## src/rtl/str_parse_pkg.sv

```systemverilog
// Shared definitions for the decimal string parser: FSM states and the
// ASCII constants that steer it.
package str_parse_pkg;

   typedef enum logic [1:0] {
      ST_IDLE   = 2'd0,
      ST_DIGITS = 2'd1,
      ST_DONE   = 2'd2
   } state_t;

   localparam logic [7:0] CH_CR    = 8'h0D;
   localparam logic [7:0] CH_LF    = 8'h0A;
   localparam logic [7:0] CH_SP    = 8'h20;
   localparam logic [7:0] CH_MINUS = 8'h2D;
   localparam logic [7:0] CH_PLUS  = 8'h2B;
   localparam logic [7:0] CH_ZERO  = 8'h30;

endpackage

```

## src/rtl/ascii_char_class.sv

```systemverilog
// Combinational classifier for one ASCII character: digit, sign or
// terminator, plus the binary value of a digit.
module ascii_char_class
   import str_parse_pkg::*;
(
   input  logic [7:0] i_char,
   output logic       o_is_digit,
   output logic [3:0] o_digit,
   output logic       o_is_sign,
   output logic       o_is_minus,
   output logic       o_is_term
);

   assign o_is_digit = (i_char >= CH_ZERO) && (i_char <= (CH_ZERO + 8'd9));
   // '0'..'9' are 0x30..0x39, so the low nibble is already the digit value.
   assign o_digit    = i_char[3:0];
   assign o_is_minus = (i_char == CH_MINUS);
   assign o_is_sign  = o_is_minus || (i_char == CH_PLUS);
   assign o_is_term  = (i_char == CH_CR) || (i_char == CH_LF) || (i_char == CH_SP);

endmodule

```

## src/rtl/str_to_int_stream.sv

```systemverilog
// Streaming ASCII decimal to two's-complement integer converter with
// valid/ready handshakes on both the character and the result side.
module str_to_int_stream
   import str_parse_pkg::*;
#(
   parameter int WIDTH      = 16,
   parameter int MAX_DIGITS = 5
) (
   input  logic             clk,
   input  logic             rst_n,
   input  logic             in_valid,
   input  logic [7:0]       in_char,
   output logic             in_ready,
   output logic             out_valid,
   output logic [WIDTH-1:0] out_value,
   output logic             out_error,
   input  logic             out_ready
);

   localparam int ACC_W = WIDTH + 4;
   localparam int CNT_W = $clog2(MAX_DIGITS + 1);
   localparam logic [ACC_W-1:0] NEG_LIMIT = ACC_W'(1) << (WIDTH - 1);
   localparam logic [ACC_W-1:0] POS_LIMIT = NEG_LIMIT - ACC_W'(1);

   state_t             r_state, w_state_nxt;
   logic [ACC_W-1:0]   r_mag, w_mag_nxt;
   logic [CNT_W-1:0]   r_cnt, w_cnt_nxt;
   logic               r_neg, w_neg_nxt;
   logic               r_err, w_err_nxt;
   logic [WIDTH-1:0]   r_out_value, w_out_value_nxt;
   logic               r_out_error, w_out_error_nxt;
   logic               r_live;

   logic               w_is_digit, w_is_sign, w_is_minus, w_is_term;
   logic [3:0]         w_digit;
   logic               w_take;
   logic [ACC_W-1:0]   w_limit, w_mac;
   logic [WIDTH-1:0]   w_mag_lo;
   logic               w_term_err;

   ascii_char_class u_class (
      .i_char     (in_char),
      .o_is_digit (w_is_digit),
      .o_digit    (w_digit),
      .o_is_sign  (w_is_sign),
      .o_is_minus (w_is_minus),
      .o_is_term  (w_is_term)
   );

   // in_ready stays low until the first edge after reset release.
   assign in_ready  = r_live && (r_state != ST_DONE);
   assign out_valid = (r_state == ST_DONE);
   assign out_value = r_out_value;
   assign out_error = r_out_error;

   assign w_take     = in_valid && in_ready;
   assign w_limit    = r_neg ? NEG_LIMIT : POS_LIMIT;
   assign w_mac      = (r_mag * ACC_W'(10)) + ACC_W'(w_digit);
   assign w_mag_lo   = r_mag[WIDTH-1:0];
   assign w_term_err = r_err || (r_cnt == '0);

   always_comb begin
      // NOTE: every output of this block gets a default first so no path
      // leaves a signal unassigned, which would infer a latch.
      w_state_nxt     = r_state;
      w_mag_nxt       = r_mag;
      w_cnt_nxt       = r_cnt;
      w_neg_nxt       = r_neg;
      w_err_nxt       = r_err;
      w_out_value_nxt = r_out_value;
      w_out_error_nxt = r_out_error;

      case (r_state)
         ST_IDLE, ST_DIGITS: begin
            if (w_take) begin
               if (w_is_term) begin
                  if (r_state == ST_DIGITS) begin
                     w_state_nxt     = ST_DONE;
                     w_out_error_nxt = w_term_err;
                     w_out_value_nxt = w_term_err ? '0 : (r_neg ? -w_mag_lo : w_mag_lo);
                  end
               end else if (w_is_digit) begin
                  w_state_nxt = ST_DIGITS;
                  if (r_cnt < CNT_W'(MAX_DIGITS)) begin
                     w_cnt_nxt = r_cnt + 1'b1;
                  end else begin
                     w_err_nxt = 1'b1;
                  end
                  // Saturate at the limit so the accumulator can never wrap.
                  if (w_mac > w_limit) begin
                     w_mag_nxt = w_limit;
                     w_err_nxt = 1'b1;
                  end else begin
                     w_mag_nxt = w_mac;
                  end
               end else if (w_is_sign && (r_state == ST_IDLE)) begin
                  w_state_nxt = ST_DIGITS;
                  w_neg_nxt   = w_is_minus;
               end else begin
                  w_state_nxt = ST_DIGITS;
                  w_err_nxt   = 1'b1;
               end
            end
         end
         ST_DONE: begin
            if (out_ready) begin
               w_state_nxt = ST_IDLE;
               w_mag_nxt   = '0;
               w_cnt_nxt   = '0;
               w_neg_nxt   = 1'b0;
               w_err_nxt   = 1'b0;
            end
         end
         default: w_state_nxt = ST_IDLE;
      endcase
   end

   // NOTE: sequential state uses non-blocking assignments so every register
   // samples pre-edge values regardless of statement order.
   always_ff @(posedge clk or negedge rst_n) begin
      if (!rst_n) begin
         r_state     <= ST_IDLE;
         r_mag       <= '0;
         r_cnt       <= '0;
         r_neg       <= 1'b0;
         r_err       <= 1'b0;
         r_out_value <= '0;
         r_out_error <= 1'b0;
         r_live      <= 1'b0;
      end else begin
         r_state     <= w_state_nxt;
         r_mag       <= w_mag_nxt;
         r_cnt       <= w_cnt_nxt;
         r_neg       <= w_neg_nxt;
         r_err       <= w_err_nxt;
         r_out_value <= w_out_value_nxt;
         r_out_error <= w_out_error_nxt;
         r_live      <= 1'b1;
      end
   end

endmodule

```

## config.mk

```make
export PLATFORM = sky130hd
export DESIGN_NAME = str_to_int_stream
export DESIGN_NICKNAME = d
export VERILOG_FILES = /design/src/rtl/str_parse_pkg.sv /design/src/rtl/ascii_char_class.sv /design/src/rtl/str_to_int_stream.sv
export SDC_FILE = /design/constraint.sdc
export NUM_CORES = 1
export LEC_CHECK = 0
export CORE_MARGIN = 8
export CORE_UTILIZATION = 55
export DETAILED_ROUTE_END_ITERATION = 8
export GPL_TIMING_DRIVEN = 0
export PLACE_DENSITY_LB_ADDON = 0.2
export SLEW_MARGIN = 25
export SYNTH_ARGS = -nofsm -noshare
export SYNTH_HDL_FRONTEND = slang
export SYNTH_HIERARCHICAL = 1
export SYNTH_SLANG_ARGS = --single-unit
export TNS_END_PERCENT = 30
```

## constraint.sdc

```tcl
create_clock -name clk -period 14.2 [get_ports clk]
set_input_delay 2.84 -clock clk [delete_from_list [all_inputs] [get_ports clk]]
set_output_delay 2.84 -clock clk [all_outputs]
set_load 0.05 [all_outputs]
```

==> impl_metrics.py <==
metrics = {
    "timing": {
        "fin_crit_ns": 7.47,
        "tightestPinTransition_ns": 0.740,
        "finalMaxSlewViolations": 0,
        "timing.max_slew.rel_slack": 0.507,
        "setup_viol": 0,
        "hold_ws_ns": 0.480,
        "finalSetupTns_ns": 0,
        "final_hold_viol_count": 0,
        "rsz0062_at_grt": "false",
        "skew_ns": 0.00819,
        "fin_crit_sh": 0.526,
        "clock.fmax_mhz": 134,
    },
    "routing": {
        "antenna_left": 0,
        "firstDrtPassIters": 4,
        "drt_iter0_markers": 151,
        "routed_wl_mm": 9.43,
        "route.detailed.wl_per_inst_um": 15.7,
        "vias_per_cell": 5.75,
        "remaining_drc_errors": 0,
        "vias": 3442,
    },
    "die": {
        "die_y_um": 102,
        "core-area_mm2": 0.00725,
        "dieArea_mm2": 0.0105,
        "die_w_um": 102,
        "ioPinCount": 31,
        "initial_core_util": 0.565,
        "fp-row-count": 31,
    },
    "critical_path": {
        "crit_path_end": "r_mag[2]",
        "rr_endpoint": "r_mag[2]",
        "crit_type": "in -> reg",
        "critPathLaunchType": "input port",
        "rr_startpoint": "r_mag[1]",
        "crit_path_top_delay_cell": "clkdlybuf4s50_1",
        "crit_path_cell_trace": "clkdlybuf4s50_1 > buf_4 > ha_1 > fa_1 > a21o_1 > and4_1 > nand3_1 > or2_2 > nor2_1 > xnor2_1 > o21ai_0 > mux2_2 > inv_1 > ha_1 > and4_1 > nand4_1 > a21o_1 > nand4_1 > a21oi_1 > and4_1 > a211o_2 > o22a_4 > buf_6 > o211ai_2",
        "reg2reg_slack_ns": 8.74,
        "critPathMaxStageDelay_ns": 0.61,
        "cp_common_cell": "and4_1",
        "cp.required_ns": 14.42,
        "crit_path_max_fanout": 10,
        "critPathLaunch": "in_char[1]",
        "crit_arrival_ns": 7.69,
        "endpoint_kind": "flop",
        "reg2regPathDepth": 22,
    },
    "synthesis": {
        "synthAdderAreaFrac": 0.172,
        "syn-instance-count": 462,
        "synth-seq-area-share": 0.269,
        "synth-edff-count": 0,
        "yosys_most_used_dff": "dfrtp_1",
        "ys_warn_count": 6,
        "syn_avg_cell_area_um2": 8.87,
        "synth_fp_nets": 529,
        "synth.area.top_cells": "dfrtp_1 27%, ha_1 16%, nand2_1 5.7%",
        "synth_top_family_by_area": "compound AO/OA/AOI/OAI gates",
        "synth-seq-cells": 44,
        "muxShareOfSynthArea": 0.00885,
        "synthArstFlopShare": 1.00,
        "yosys.area.top_type": "dfrtp_1",
        "synth_compound_area_frac": 0.209,
        "synthDistinctLibCells": 64,
        "yosys.area.top_type_share": 0.269,
        "synthSimpleGateAreaFrac": 0.200,
        "synthXorXnorAreaFrac": 0.0919,
        "syn_area_mm2": 0.00410,
    },
    "finish": {
        "n_antenna_cell": 0,
        "fillCellCount": 630,
        "final_layout_size_suffix_gt1_frac": 0.0880,
        "syn_to_final_growth_pct": 13.4,
        "nNetsFinal": 567,
    },
    "global_route": {
        "grt_max_degree": 25,
        "use_met3": 0.0211,
        "met2_usage": 0.340,
        "antenna_found_initial": 0,
        "grt_overflow_total": 0,
        "grt_usage": 0.194,
        "grt_pass1_vias": 3449,
        "grt.busiest_layer": "met2",
        "grt_first_pass_wirelength_mm": 16.4,
        "grt_use_met1": 0.248,
    },
    "pwr": {
        "p_per_area_mw_per_mm2": 72.4,
        "leakagePower_nw": 2.26,
        "power.total_uw": 336,
        "ir_worst_vdd_mv": 0.0329,
    },
    "placed_design": {
        "gp_congestion": 0.836,
        "port_buffers": 30,
        "hpwlAfterDp_mm": 7.63,
    },
    "clocking": {
        "clk_latency_ns": 0.29,
        "htreeDepth": 2,
        "cts_sinks": 44,
        "cts_root_buffer": "clkbuf_8",
        "cts_tree": "yes",
        "numCtsBuffers": 5,
        "cts.repair.resized": 0,
        "post_cts_buffers": 0,
        "clockBufferDepth": 2,
        "cts.hold.buffers_added": 0,
        "cts.clk_slew.worst_paths_ns": 0.08,
    },
    "job": {
        "cap_violations": 0,
    },
    "outcome": {
        "status": "complete, no violations",
    },
    "hold_path": {
        "hold_path_class": "reg -> reg",
    },
}
-- cell usage after synthesis, types with 9 or more instances --
library cell,instances
xnor2_1,25
nand2_1,62
dfrtp_1,44
inv_1,26
nand3_1,14
and2_1,10
o21ai_0,33
nor2_1,16
or3_1,9
o211ai_2,10
clkbuf_1,9
xor2_1,18
ha_1,53
a21oi_1,23
a21o_1,11
-- state kept, by name (all words and copies together), names as in the netlist --
register   flops
r_mag         19
out_value     16
r_cnt          3
r_state        2
out_error      1
r_err          1
r_live         1
r_neg          1
-- layout make-up --
type                    instances  area, um2  area share
repair buffers                 31        323      0.0695
plain buffers                  17        100      0.0215
inverters                      26       97.6      0.0210
multi-input cells             375       2810       0.604
clock buffers                   7       96.3      0.0207
well taps                      99        124      0.0267
flip-flops and latches         44       1100       0.237
-- worst min-delay path by stage --
stage	from	end	slack, ns	cells after the start
4_1_cts	out_value[6]	out_value[6]	0.49	2
2_1_floorplan	r_mag[17]	r_mag[17]	0.46	1
3_5_place_dp	out_value[14]	out_value[14]	0.47	2
3_3_place_gp	out_value[10]	out_value[10]	0.46	2
6_report	out_value[6]	out_value[6]	0.48	2
5_1_grt	out_value[0]	out_value[0]	0.50	2
-- routing by layer --
metal,part of all wire,vias up
met3,0.036,9
met5,0,-
met1,0.47,1622
met2,0.48,60
met4,0.012,0
li1,-,1751
-- power breakdown --
group          total [mW]  switching (mW)  internal (mW)  leakage, nW
clock network      0.0861          0.0427         0.0434       0.0503
registers           0.144          0.0113          0.132        0.587
logic               0.107          0.0612         0.0455         1.62
-- logic make-up (layout without fill, tap and decap cells) --
| logic type | count (synthesis) | after routing |
|---|---|---|
| and+or+nand+nor | 160 | 160 |
| DFF | 44 | 44 |
| AOI/OAI and AO/OA | 113 | 113 |
| other | 1 | 1 |
| xor gates and xnor gates | 43 | 43 |
| muxes | 3 | 3 |
| adders and majority gates | 55 | 55 |
| buffers and inverters | 43 | 81 |
-- placed cells by master (no fill, tap or decap), drive strengths merged, types with 7 or more instances in the layout --
master / instances
o211ai: 19
ha: 53
nor2: 16
a21o: 11
nor3: 7
inv: 26
and2: 10
buf: 10
nand2: 62
dfrtp: 44
nor4: 7
nand3: 14
or3: 9
a21oi: 23
xnor2: 25
o21ai: 33
clkbuf: 16
clkdlybuf4s50: 29
xor2: 18
-- worst max-delay path: cells and delay by family --
kind | cells | cell delay [ns]
multiplexers | 1 | 0.21
AO/OA/AOI/OAI | 7 | 1.30
buffers and inverters | 4 | 0.99
AND/OR/NAND/NOR | 8 | 1.54
adder cells (fa/ha/maj) | 3 | 0.70
XOR/XNOR | 1 | 0.09
-- stage by stage --
stage / instances / area [um2] / worst slack, ns / util
6_report: 599 / 4650 / 6.73 / 0.641
5_1_grt: 599 / 4650 / 6.48 / 0.641
4_1_cts: 599 / 4640 / 6.78 / 0.640
3_5_place_dp: 592 / 4540 / 6.50 / 0.627
3_3_place_gp: 591 / 4520 / 6.52 / 0.623
2_1_floorplan: 462 / 4100 / 7.59 / -
Power figures use the tool's default switching activity.
